[src/rtl/load_store_unit.sv]
// Load/store unit: maps byte/half/word accesses onto a word-only data memory.
// Sub-word stores use a read-modify-write; loads extract and extend a lane.
module load_store_unit #(
    parameter int MEM_WORDS  = 256,
    parameter bit BIG_ENDIAN = 1'b0
) (
    input  logic        clk_i,
    input  logic        rst_ni,
    input  logic        req_valid_i,
    output logic        req_ready_o,
    input  logic        req_write_i,
    input  logic [1:0]  req_size_i,
    input  logic        req_signed_i,
    input  logic [31:0] req_addr_i,
    input  logic [31:0] req_wdata_i,
    output logic        rsp_valid_o,
    output logic [31:0] rsp_rdata_o,
    output logic        rsp_err_o,
    output logic        mem_read_o,
    output logic        mem_write_o,
    output logic [31:0] mem_addr_o,
    output logic [31:0] mem_wdata_o,
    input  logic [31:0] mem_rdata_i
);

    localparam logic [1:0]  SZ_B     = 2'b00;
    localparam logic [1:0]  SZ_H     = 2'b01;
    localparam logic [1:0]  SZ_W     = 2'b10;
    localparam logic [32:0] ADDR_LIM = 33'(MEM_WORDS) * 33'd4;

    typedef enum logic [2:0] {IDLE, LOAD, STORE, RMW_RD, RMW_WR} state_t;

    state_t      state_q, state_d;
    logic [31:0] addr_q, addr_d;
    logic [1:0]  size_q, size_d;
    logic        signed_q, signed_d;
    logic        write_q, write_d;
    logic [31:0] wdata_q, wdata_d;   // store data, then the merged word in RMW_WR
    logic        rsp_valid_q, rsp_valid_d;
    logic [31:0] rsp_rdata_q, rsp_rdata_d;
    logic        rsp_err_q, rsp_err_d;

    logic        req_err;
    logic [1:0]  lane;
    logic [4:0]  sh;
    logic [31:0] shifted, load_res, lane_mask, ins_mask, merged;

    assign req_ready_o = (state_q == IDLE);
    assign rsp_valid_o = rsp_valid_q;
    assign rsp_rdata_o = rsp_rdata_q;
    assign rsp_err_o   = rsp_err_q;
    assign mem_addr_o  = (state_q == IDLE) ? 32'h0 : {addr_q[31:2], 2'b00};

    assign req_err = (req_size_i == 2'b11)
                   || (req_size_i == SZ_H && req_addr_i[0])
                   || (req_size_i == SZ_W && req_addr_i[1:0] != 2'b00)
                   || ({1'b0, req_addr_i} >= ADDR_LIM);

    // Lane index of the addressed byte/half inside the word (word accesses use lane 0)
    always_comb begin
        lane = 2'b00;
        if (size_q == SZ_B)
            lane = BIG_ENDIAN ? ~addr_q[1:0] : addr_q[1:0];
        else if (size_q == SZ_H)
            lane = BIG_ENDIAN ? {~addr_q[1], 1'b0} : {addr_q[1], 1'b0};
    end

    assign sh       = {lane, 3'b000};
    assign shifted  = mem_rdata_i >> sh;
    assign ins_mask = lane_mask << sh;
    assign merged   = (mem_rdata_i & ~ins_mask) | ((wdata_q & lane_mask) << sh);

    // Load extraction with sign/zero extension, and store lane mask
    always_comb begin
        load_res  = shifted;
        lane_mask = 32'hFFFF_FFFF;
        case (size_q)
            SZ_B: begin
                lane_mask = 32'h0000_00FF;
                load_res  = {{24{signed_q & shifted[7]}}, shifted[7:0]};
            end
            SZ_H: begin
                lane_mask = 32'h0000_FFFF;
                load_res  = {{16{signed_q & shifted[15]}}, shifted[15:0]};
            end
            default: ;
        endcase
    end

    // Next-state, latch and memory-strobe decode
    always_comb begin
        state_d     = state_q;
        addr_d      = addr_q;
        size_d      = size_q;
        signed_d    = signed_q;
        write_d     = write_q;
        wdata_d     = wdata_q;
        rsp_valid_d = 1'b0;
        rsp_rdata_d = 32'h0;
        rsp_err_d   = 1'b0;
        mem_read_o  = 1'b0;
        mem_write_o = 1'b0;
        mem_wdata_o = 32'h0;
        case (state_q)
            IDLE: begin
                if (req_valid_i) begin
                    addr_d   = req_addr_i;
                    size_d   = req_size_i;
                    signed_d = req_signed_i;
                    write_d  = req_write_i;
                    wdata_d  = req_wdata_i;
                    if (req_err) begin
                        rsp_valid_d = 1'b1;
                        rsp_err_d   = 1'b1;
                    end else if (!req_write_i) begin
                        state_d = LOAD;
                    end else if (req_size_i == SZ_W) begin
                        state_d = STORE;
                    end else begin
                        state_d = RMW_RD;
                    end
                end
            end
            LOAD: begin
                mem_read_o  = 1'b1;
                rsp_valid_d = 1'b1;
                rsp_rdata_d = load_res;
                state_d     = IDLE;
            end
            STORE: begin
                mem_write_o = 1'b1;
                mem_wdata_o = wdata_q;
                rsp_valid_d = 1'b1;
                state_d     = IDLE;
            end
            RMW_RD: begin
                mem_read_o = 1'b1;
                wdata_d    = merged;
                state_d    = RMW_WR;
            end
            RMW_WR: begin
                mem_write_o = 1'b1;
                mem_wdata_o = wdata_q;
                rsp_valid_d = 1'b1;
                state_d     = IDLE;
            end
            default: state_d = IDLE;
        endcase
    end

    // State and latched-request registers; reset aborts any transaction at once
    always_ff @(posedge clk_i or negedge rst_ni) begin
        if (!rst_ni) begin
            state_q     <= IDLE;
            addr_q      <= 32'h0;
            size_q      <= 2'b00;
            signed_q    <= 1'b0;
            write_q     <= 1'b0;
            wdata_q     <= 32'h0;
            rsp_valid_q <= 1'b0;
            rsp_rdata_q <= 32'h0;
            rsp_err_q   <= 1'b0;
        end else begin
            state_q     <= state_d;
            addr_q      <= addr_d;
            size_q      <= size_d;
            signed_q    <= signed_d;
            write_q     <= write_d;
            wdata_q     <= wdata_d;
            rsp_valid_q <= rsp_valid_d;
            rsp_rdata_q <= rsp_rdata_d;
            rsp_err_q   <= rsp_err_d;
        end
    end

endmodule

[config.mk]
export PLATFORM = sky130hd
export DESIGN_NAME = load_store_unit
export DESIGN_NICKNAME = d
export VERILOG_FILES = /design/src/rtl/load_store_unit.sv
export SDC_FILE = /design/constraint.sdc
export NUM_CORES = 1
export LEC_CHECK = 0
export ABC_AREA = 1
export CAP_MARGIN = 20
export CORE_MARGIN = 1
export CORE_UTILIZATION = 49
export CTS_CLUSTER_SIZE = 30
export DETAILED_ROUTE_END_ITERATION = 10
export PLACE_DENSITY_LB_ADDON = 0.2
export REMOVE_ABC_BUFFERS = 1
export SLEW_MARGIN = 10
export SYNTH_ARGS = -nofsm -noshare
export SYNTH_HDL_FRONTEND = slang
export SYNTH_SLANG_ARGS = --single-unit
[constraint.sdc]
create_clock -name clk_i -period 3.15 [get_ports clk_i]
set_clock_uncertainty 0.1 [all_clocks]
set_input_delay 0.315 -clock clk_i [delete_from_list [all_inputs] [get_ports clk_i]]
set_output_delay 0.315 -clock clk_i [all_outputs]
set_load 0.02 [all_outputs]
==> Word level (Yosys, flattened, before mapping) <==
Index checks and enable logic that the tools add are counted.
{ "op_classes": {"magnitude_cmp": 1, "n_eq_ne": 10, "shift": 3, "muxes": 20, "n_bitwise": 6, "reduce_logical": 15} }
{ "ops": {"columns": ["op", "count"], "rows": [
  ["case mux 32 bit (2 select lines)", 3],
  ["2-to-1 mux 32 bit", 4],
  ["bitwise AND 32 bit", 2],
  ["<< shifter 32 x 5 -> 32 bit", 2],
  [">= comparator 32 x 11 -> 1 bit, second input constant", 1],
  ["inverter 32 bit", 1],
  ["bitwise OR 32 bit", 1],
  [">> shifter 32 x 5 -> 32 bit", 1],
  ["equality test 3 x 2 -> 1 bit, second input constant", 2],
  ["2-to-1 mux 1 bit", 6],
  ["2-to-1 mux 2 bit", 3],
  ["2-to-1 mux 3 bit", 2],
  ["case mux 3 bit (2 select lines)", 1],
  ["AND reduction 2 bit", 3],
  ["equality test 2 x 1 -> 1 bit, second input constant", 2],
  ["equality test 2 bit, second input constant", 2],
  ["!= test 2 bit, second input constant", 2],
  ["nonzero test 2 bit", 2],
  ["OR reduction 2 bit", 2],
  ["equality test 3 x 1 -> 1 bit, second input constant", 1],
  ["equality test 3 bit, second input constant", 1],
  ["logical NOT 3 bit", 1],
  ["logical OR 1 bit", 3],
  ["OR reduction 3 bit", 1],
  ["4 further kinds", 6]
]} }
{ "word_totals": {"reg_bits": 104, "input_bits": 103, "wordCells": 63} }

==> Logic depth before layout (Yosys ltp) <==
Gate-level depths: netlist of run 1.
{ "logic_depth": {"word_depth": 8, "depth_mapped": 10} }

==> Least setup slack after synthesis of run 1 <==
OpenSTA, ideal clock, no wires.
{ "synth_timing": {"path_kind": "register to output", "startpoint": "reg state_q[2]", "endpoint": "out mem_addr_o[22]", "t_arrival_ns": 1.295, "path_slack_ns": 1.440, "path_stages_with_launch": 6, "path_buffers": 1, "cell_sequence": "dfrtp_1 -> inv_2 -> nand2_1 -> nor2_2 -> buf_1 -> nor2_1"} }
{ "synth_between": {"elab_chain_len": 2} }
{ "synth_lines": {"columns": ["item", "line_no", "text"], "rows": [
  ["from (decl)", "33", "state_t state_q, state_d;"],
  ["from (signal assigned)", "164", "state_q <= state_d;"],
  ["logical NOT 3 bit", null, null],
  ["net req_ready_o", "10", "output logic req_ready_o,"],
  ["2-to-1 mux 32 bit", "52", "assign mem_addr_o = (state_q == IDLE) ? 32'h0 : {addr_q[31:2], 2'b00};"],
  ["to (decl)", "21", "output logic [31:0] mem_addr_o,"]
]} }
The timed path passes the listed nets, and every way through them passes these cells.

==> Final worst setup path of run 1 <==
{ "layout_timing": {"startpoint": "reg state_q[2]", "endpoint": "out req_ready_o"} }
{ "layout_between": {"elab_chain_len": 1} }
{ "layout_lines": {"columns": ["item", "line_no", "text"], "rows": [
  ["logical NOT 3 bit", "48", "assign req_ready_o = (state_q == IDLE);"],
  ["to (decl)", "10", null]
]} }
Every way passes these cells.

==> Implementation_results.wiki, run 1 <==
{| class="wikitable"
! Metric !! Value
|-
| Result of the run || finished clean
|-
| Worst slew margin || 37.5%
|-
| Sum of routed wire length over all layers || 16600 µm
|-
| Cells after Synth || 786
|-
| Peak clock frequency supported by timing || 0.397 GHz
|-
| Data arrival time of the critical path || 2.10 ns
|-
| Synthesized area per cell || 7.05 µm²
|-
| Yosys top cell area share || 47.0%
|-
| Final setup violation count || 0
|-
| Layout-stage area growth over the synthesis result || 43.1%
|-
| Post-route worst setup slack || 0.630 ns
|-
| Overall die area || 11700 µm²
|-
| FF-to-FF setup slack || 0.72 ns
|-
| Worst hold path type || input port to asynchronous set/reset pin
|-
| Launch point of the worst reg-to-reg path || size_q[1]
|-
| Antenna violations before repair || 0
|-
| First-pass GRT wire length || 26800 µm
|-
| Share of cells above drive strength 1 || 5.02%
|-
| Register bit count reported by yosys || 104
|-
| Total inserted antenna cells || 0
|-
| Post CTS Setup Buffer Count || 0
|-
| Die span in y || 108 µm
|-
| Area of the core || 10900 µm²
|-
| GRT Total Usage || 29.7%
|-
| Total power divided by cell area || 394 nW/µm²
|-
| Crit path time final || 2.52 ns
|-
| Number of gates resized after CTS || 0
|-
| CTS Hold Buffers Added || 0
|-
| DPL Wire Length || 12200 µm
|-
| Number of warnings issued by yosys || 0
|-
| Number of cells on the worst reg-to-reg path || 6
|-
| Max Root-Sink Buffers || 2
|-
| Pre-CTS WS || 0.756 ns
|-
| Max cap viols || 0
|-
| Slowest cell delay on critical path || 0.65 ns
|-
| Count of port buffers added during placement || 201
|-
| Grt total ovfl || 0
|-
| Worst Setup SP || state_q[2]
|-
| Die X || 108 µm
|-
| Hold Vio Cnt, Final || 0
|-
| Sum of negative setup slack || 0 ns
|-
| Seq/Total Area, Yosys || 47.0%
|-
| Synth unique cells || 27
|-
| Lkg Pwr || 0.00380 µW
|-
| Fin Hold WS || 0.0133 ns
|-
| Clock insertion delay at the later pin of the skew report || 0.35 ns
|-
| Starting utilization of the core area || 50.7%
|-
| Clock Sinks || 104
|-
| Nets || 1074
|-
| Post-DR vias/cell || 5.09
|-
| Worst-case vdd ir drop || 0.237 mV
|-
| Std-Cell Rows || 38
|-
| Largest driver fanout on the critical path || 21
|-
| Final count of pins violating max slew || 0
|-
| Dominant cells by area after synthesis || sky130_fd_sc_hd__dfrtp_1 47%, sky130_fd_sc_hd__nand2_1 14%, sky130_fd_sc_hd__o21ai_0 7.9%
|-
| Measured slew at the worst slew-check pin || 0.938 ns
|-
| Worst Setup Start Kind || flop
|-
| Commonest non-fill, non-tap cell in the layout || sky130_fd_sc_hd__nand2_1
|-
| Critical setup path kind || flop to output pin
|-
| Fillcell total || 926
|-
| Wire length per cell || 14.9 µm
|-
| Power, Total || 3120 µW
|-
| Max H-tree Level || 3
|-
| Most area-hungry cell type in the Yosys netlist || sky130_fd_sc_hd__dfrtp_1
|-
| Top-level I/O count || 204
|-
| GPL Wtd Cong || 0.913
|-
| Root Driver || sky130_fd_sc_hd__clkbuf_16
|-
| Critical-path cell list || inv_2 > nand2_1 > nor2_2 > buf_4 > buf_4 > clkdlybuf4s50_1
|-
| Critical Path Sink Type || output pin
|-
| Detailed-route DRC error count || 0
|-
| CTS tree || built
|-
| Pre-Repair DR Iteration Count || 5
|-
| Number of buffers inserted during clock tree synthesis || 9
|-
| Remaining antenna violation count after routing || 0
|-
| Number of global-route vias before repair || 5476
|-
| Slowest library cell on the worst path || sky130_fd_sc_hd__clkdlybuf4s50_1
|-
| Initial DRC Count || 343
|-
| Clock transition at the registers of the reported paths || 0.08 ns
|-
| Cell repeated most along the worst path || sky130_fd_sc_hd__buf_4
|-
| Number of vias in the routed layout || 5680
|-
| Leading cell types in the layout, fill and taps excluded || 211 x sky130_fd_sc_hd__nand2_1, 200 x sky130_fd_sc_hd__clkdlybuf4s50_1, 112 x sky130_fd_sc_hd__nor2_1
|-
| Required arrival time at the worst endpoint || 2.73 ns
|-
| Largest net degree at the start of global routing || 77
|-
| Mapped Area || 5540 µm²
|-
| Unrepaired setup endpoints after global routing || false
|-
| Period Utilization, post-route || 80.0%
|-
| R2r endpoint || wdata_q[0]
|}
==> state kept, by name, summed over array words and instances, names as in the netlist <==
register,flops
addr_q,32
rsp_rdata_o,32
wdata_q,32
state_q,3
size_q,2
rsp_err_o,1
rsp_valid_o,1
signed_q,1
==> cells in the mapped netlist <==
library cell,instances
sky130_fd_sc_hd__conb_1,1
sky130_fd_sc_hd__clkinv_1,1
sky130_fd_sc_hd__buf_6,2
sky130_fd_sc_hd__o21ai_0,87
sky130_fd_sc_hd__nand4_1,1
sky130_fd_sc_hd__o22ai_1,9
sky130_fd_sc_hd__nand2_2,4
sky130_fd_sc_hd__nor2_2,4
sky130_fd_sc_hd__o22ai_2,1
sky130_fd_sc_hd__buf_2,13
sky130_fd_sc_hd__nand2_1,211
sky130_fd_sc_hd__a21oi_1,15
sky130_fd_sc_hd__buf_4,4
sky130_fd_sc_hd__inv_2,5
sky130_fd_sc_hd__o21bai_1,7
sky130_fd_sc_hd__a22oi_1,1
sky130_fd_sc_hd__nor2_4,2
sky130_fd_sc_hd__clkbuf_1,21
sky130_fd_sc_hd__o21ai_1,30
sky130_fd_sc_hd__buf_1,2
sky130_fd_sc_hd__dfrtp_1,104
sky130_fd_sc_hd__inv_1,107
sky130_fd_sc_hd__nand3b_1,1
sky130_fd_sc_hd__nand3_1,34
sky130_fd_sc_hd__nor3_1,4
sky130_fd_sc_hd__nor2_1,112
sky130_fd_sc_hd__a21oi_2,3
==> kinds of logic (layout without fill, tap and decap cells) <==
| group | after synthesis | in the layout | synth area share [%] |
|---|---|---|---|
| other | 1 | 2 | 0.0677 |
| AND/OR/NAND/NOR | 373 | 373 | 26.9 |
| flip-flops | 104 | 104 | 47.0 |
| buffers and inverters | 155 | 344 | 11.3 |
| AO/OA/AOI/OAI | 153 | 153 | 14.7 |
==> report_power, final <==
part	switching (µW)	internal (µW)
sequential	42.5	1410
clock	543	559
combinational	331	234
==> final cells by class <==
type | instances | area, µm² | area share [%]
Clock buffer | 10 | 229 | 2.89
Clock inverter | 6 | 57.6 | 0.726
Inverter | 113 | 424 | 5.35
Multi-Input combinational cell | 528 | 2310 | 29.2
Sequential cell | 104 | 2600 | 32.8
Tap cell | 140 | 175 | 2.21
Timing Repair Buffer | 215 | 2130 | 26.8
==> layer usage <==
layer | GRT usage, % | vias up | share of wire [%] | wire [µm]
met5 | 0 | - | 0 | 0
met4 | 9.27 | 0 | 2.0 | 339
met3 | 7.17 | 28 | 9.4 | 1570
met2 | 48.4 | 278 | 46 | 7740
met1 | 39.1 | 2577 | 42 | 7000
li1 | - | 2797 | - | -
==> worst max-delay path by stage <==
stage,endpoint,slack [ns]
after global placement,rsp_rdata_o[21],0.81
after global routing,rsp_rdata_o[16],0.47
after floorplan,wdata_q[0],0.27
after detailed placement,rsp_rdata_o[31],0.76
final,req_ready_o,0.63
after CTS,req_ready_o,0.62
==> per-stage QoR <==
step           area [µm²]  util [%]  instances
2_1_floorplan        5340         -        745
6_report             7930      72.5       1116
3_5_place_dp         7640      69.9       1100
3_3_place_gp         7640      69.9       1100
5_1_grt              7930      72.5       1116
4_1_cts              7930      72.5       1116
==> critical path, delay by kind of cell, from the launching register on <==
family / cells / cell delay (ns)
buffers and inverters: 4 / 1.18
flip-flops: 1 / 0.41
AND/OR/NAND/NOR: 2 / 0.17
Note: power is estimated with default switching activity, not from simulation.
==> run 2: changes to the inputs <==
--- a/config.mk
+++ b/config.mk
@@ -8,7 +8,7 @@
 export ABC_AREA = 1
 export CAP_MARGIN = 20
 export CORE_MARGIN = 1
-export CORE_UTILIZATION = 49
+export CORE_UTILIZATION = 45
 export CTS_CLUSTER_SIZE = 30
 export DETAILED_ROUTE_END_ITERATION = 10
 export PLACE_DENSITY_LB_ADDON = 0.2
==> constraint.sdc (replaced) <==
create_clock -name clk_i -period 2.5 [get_ports clk_i]
set_clock_uncertainty 0.1 [all_clocks]
set_input_delay 0.25 -clock clk_i [delete_from_list [all_inputs] [get_ports clk_i]]
set_output_delay 0.25 -clock clk_i [all_outputs]
set_load 0.02 [all_outputs]
==> Implementation_results.wiki, run 2 (synthesized netlist as in run 1, its figures left out) <==
{| class="wikitable"
! Metric !! Value
|-
| Result of the run || finished clean
|-
| Required arrival time at the worst endpoint || 2.15 ns
|-
| Worst Setup Start Kind || flop
|-
| Peak clock frequency supported by timing || 0.422 GHz
|-
| FF-to-FF setup slack || 0.35 ns
|-
| Pre-Repair DR Iteration Count || 5
|-
| GPL Wtd Cong || 0.904
|-
| Antenna violations before repair || 0
|-
| Clock insertion delay at the later pin of the skew report || 0.34 ns
|-
| Detailed-route DRC error count || 0
|-
| Commonest non-fill, non-tap cell in the layout || sky130_fd_sc_hd__nand2_1
|-
| Final count of pins violating max slew || 0
|-
| Remaining antenna violation count after routing || 0
|-
| Number of cells on the worst reg-to-reg path || 7
|-
| Met3 track demand over resource in global routing || 5.84%
|-
| Top-level I/O count || 204
|-
| Area of the core || 12000 µm²
|-
| Number of global-route vias before repair || 5307
|-
| Measured slew at the worst slew-check pin || 0.546 ns
|-
| Largest net degree at the start of global routing || 45
|-
| Max cap viols || 0
|-
| Grt total ovfl || 0
|-
| CTS tree || built
|-
| Launch point of the worst reg-to-reg path || size_q[1]
|-
| Lkg Pwr || 0.00382 µW
|-
| Leading cell types in the layout, fill and taps excluded || 211 x sky130_fd_sc_hd__nand2_1, 200 x sky130_fd_sc_hd__clkdlybuf4s50_1, 112 x sky130_fd_sc_hd__nor2_1
|-
| GRT Total Usage || 27.0%
|-
| Fin Hold WS || 0.333 ns
|-
| Root Driver || sky130_fd_sc_hd__clkbuf_16
|-
| Clock Sinks || 104
|-
| Worst hold path type || input port to asynchronous set/reset pin
|-
| DPL Wire Length || 12600 µm
|-
| Sum of routed wire length over all layers || 16800 µm
|-
| Nets || 1078
|-
| Critical Path Sink Type || output pin
|-
| Initial DRC Count || 343
|-
| Share of cells above drive strength 1 || 5.10%
|-
| Crit path time final || 2.37 ns
|-
| Post-Place Cell Area || 7700 µm²
|-
| Fillcell total || 1060
|-
| Post-Layout Inst Area || 7980 µm²
|-
| Max H-tree Level || 3
|-
| Period Utilization, post-route || 94.8%
|-
| Layout-stage area growth over the synthesis result || 44.0%
|-
| Met1 usage || 34.9%
|-
| Count of port buffers added during placement || 201
|-
| Clock transition at the registers of the reported paths || 0.06 ns
|-
| Starting utilization of the core area || 46.1%
|-
| Number of gates resized after CTS || 0
|-
| Worst-case vdd ir drop || 0.270 mV
|-
| Post-DR vias/cell || 5.03
|-
| Met2 track utilization from global routing || 44.7%
|-
| Die X || 113 µm
|-
| Overall die area || 12800 µm²
|-
| Data arrival time of the critical path || 2.02 ns
|-
| Worst slew margin || 63.6%
|-
| Max Root-Sink Buffers || 2
|-
| Total power divided by cell area || 483 nW/µm²
|-
| Die span in y || 113 µm
|-
| Largest driver fanout on the critical path || 27
|-
| Critical setup path kind || flop to output pin
|-
| Number of buffers inserted during clock tree synthesis || 9
|-
| Std-Cell Rows || 40
|-
| Total inserted antenna cells || 0
|-
| Wire length per cell || 14.9 µm
|-
| Core occupancy in the finished layout || 66.4%
|-
| Hold Vio Cnt, Final || 0
|-
| Final setup violation count || 0
|-
| First-pass GRT wire length || 26700 µm
|-
| Number of vias in the routed layout || 5666
|-
| Power, Total || 3860 µW
|-
| Unrepaired setup endpoints after global routing || false
|-
| R2r endpoint || wdata_q[10]
|-
| GRT busiest layer || met2
|}
run 2: cell count changes in the layout (fill, tap and decap cells not counted), sizes merged:
cell,change
dlygate4sd3,+1
inv,-5
clkinv,+1
clkbuf,+3
clkinvlp,+1
buf,+3
run 2: routing by layer:
layer / up-vias / part of all wire (%)
li1: 2794 / -
met1: 2634 / 42
met4: 0 / 2.0
met5: - / 0
met3: 25 / 8.0
met2: 213 / 48
run 2: what timing repair did:
action                    CTS  global route
setup buffers               0             0
hold endpoints to repair   39             0
hold buffers                1             0
run 2: area by class of cell:
type / count / area, µm² / share of cell area (%)
Clock inverter: 3 / 17.5 / 0.220
Clock buffer: 13 / 250 / 3.14
Timing Repair Buffer: 219 / 2180 / 27.4
Inverter: 113 / 424 / 5.32
Sequential cell: 104 / 2600 / 32.6
Multi-Input combinational cell: 528 / 2310 / 29.0
Tap cell: 147 / 184 / 2.31
run 2: how the worst max path moves through the flow:
stage | slack [ns] | cells past startpoint | start | endpoint
2_1_floorplan | -0.38 | 8 | state_q[2] | wdata_q[0]
3_3_place_gp | 0.43 | 8 | size_q[1] | rsp_rdata_o[16]
3_5_place_dp | 0.37 | 9 | state_q[2] | wdata_q[20]
4_1_cts | 0.12 | 5 | state_q[2] | req_ready_o
5_1_grt | 0.02 | 6 | state_q[2] | mem_wdata_o[2]
6_report | 0.13 | 5 | state_q[2] | req_ready_o
run 2: worst max-delay path, stage by stage (launching register included):
cell and delay, ns:
sky130_fd_sc_hd__dfrtp_1 0.41, sky130_fd_sc_hd__inv_2 0.07, sky130_fd_sc_hd__nand2_1 0.08, sky130_fd_sc_hd__nor2_2 0.27, sky130_fd_sc_hd__buf_12 0.22, sky130_fd_sc_hd__clkdlybuf4s50_1 0.62
run 2: stage by stage:
step	setup slack, ns	setup TNS, ns	cells
after floorplan	-0.383	-15.50	745
after global placement	0.434	0	1110
after detailed placement	0.367	0	1110
after CTS	0.125	0	1127
after global routing	0.0211	0	1127
final	0.129	0	1127
run 2: power by group:
group / internal, µW / leakage, µW / switching (µW)
registers: 1780 / 0.00133 / 52.5
clock network: 701 / 0.000130 / 606
logic: 305 / 0.00236 / 411
total: 2790 / 0.00382 / 1070
==> run 3: changes to the inputs <==
--- a/config.mk
+++ b/config.mk
@@ -13,7 +13,6 @@
 export DETAILED_ROUTE_END_ITERATION = 10
 export PLACE_DENSITY_LB_ADDON = 0.2
 export REMOVE_ABC_BUFFERS = 1
-export SLEW_MARGIN = 10
 export SYNTH_ARGS = -nofsm -noshare
 export SYNTH_HDL_FRONTEND = slang
 export SYNTH_SLANG_ARGS = --single-unit
==> results of run 3 <==
Final layout, timing and power as in run 2 (identical DEF).
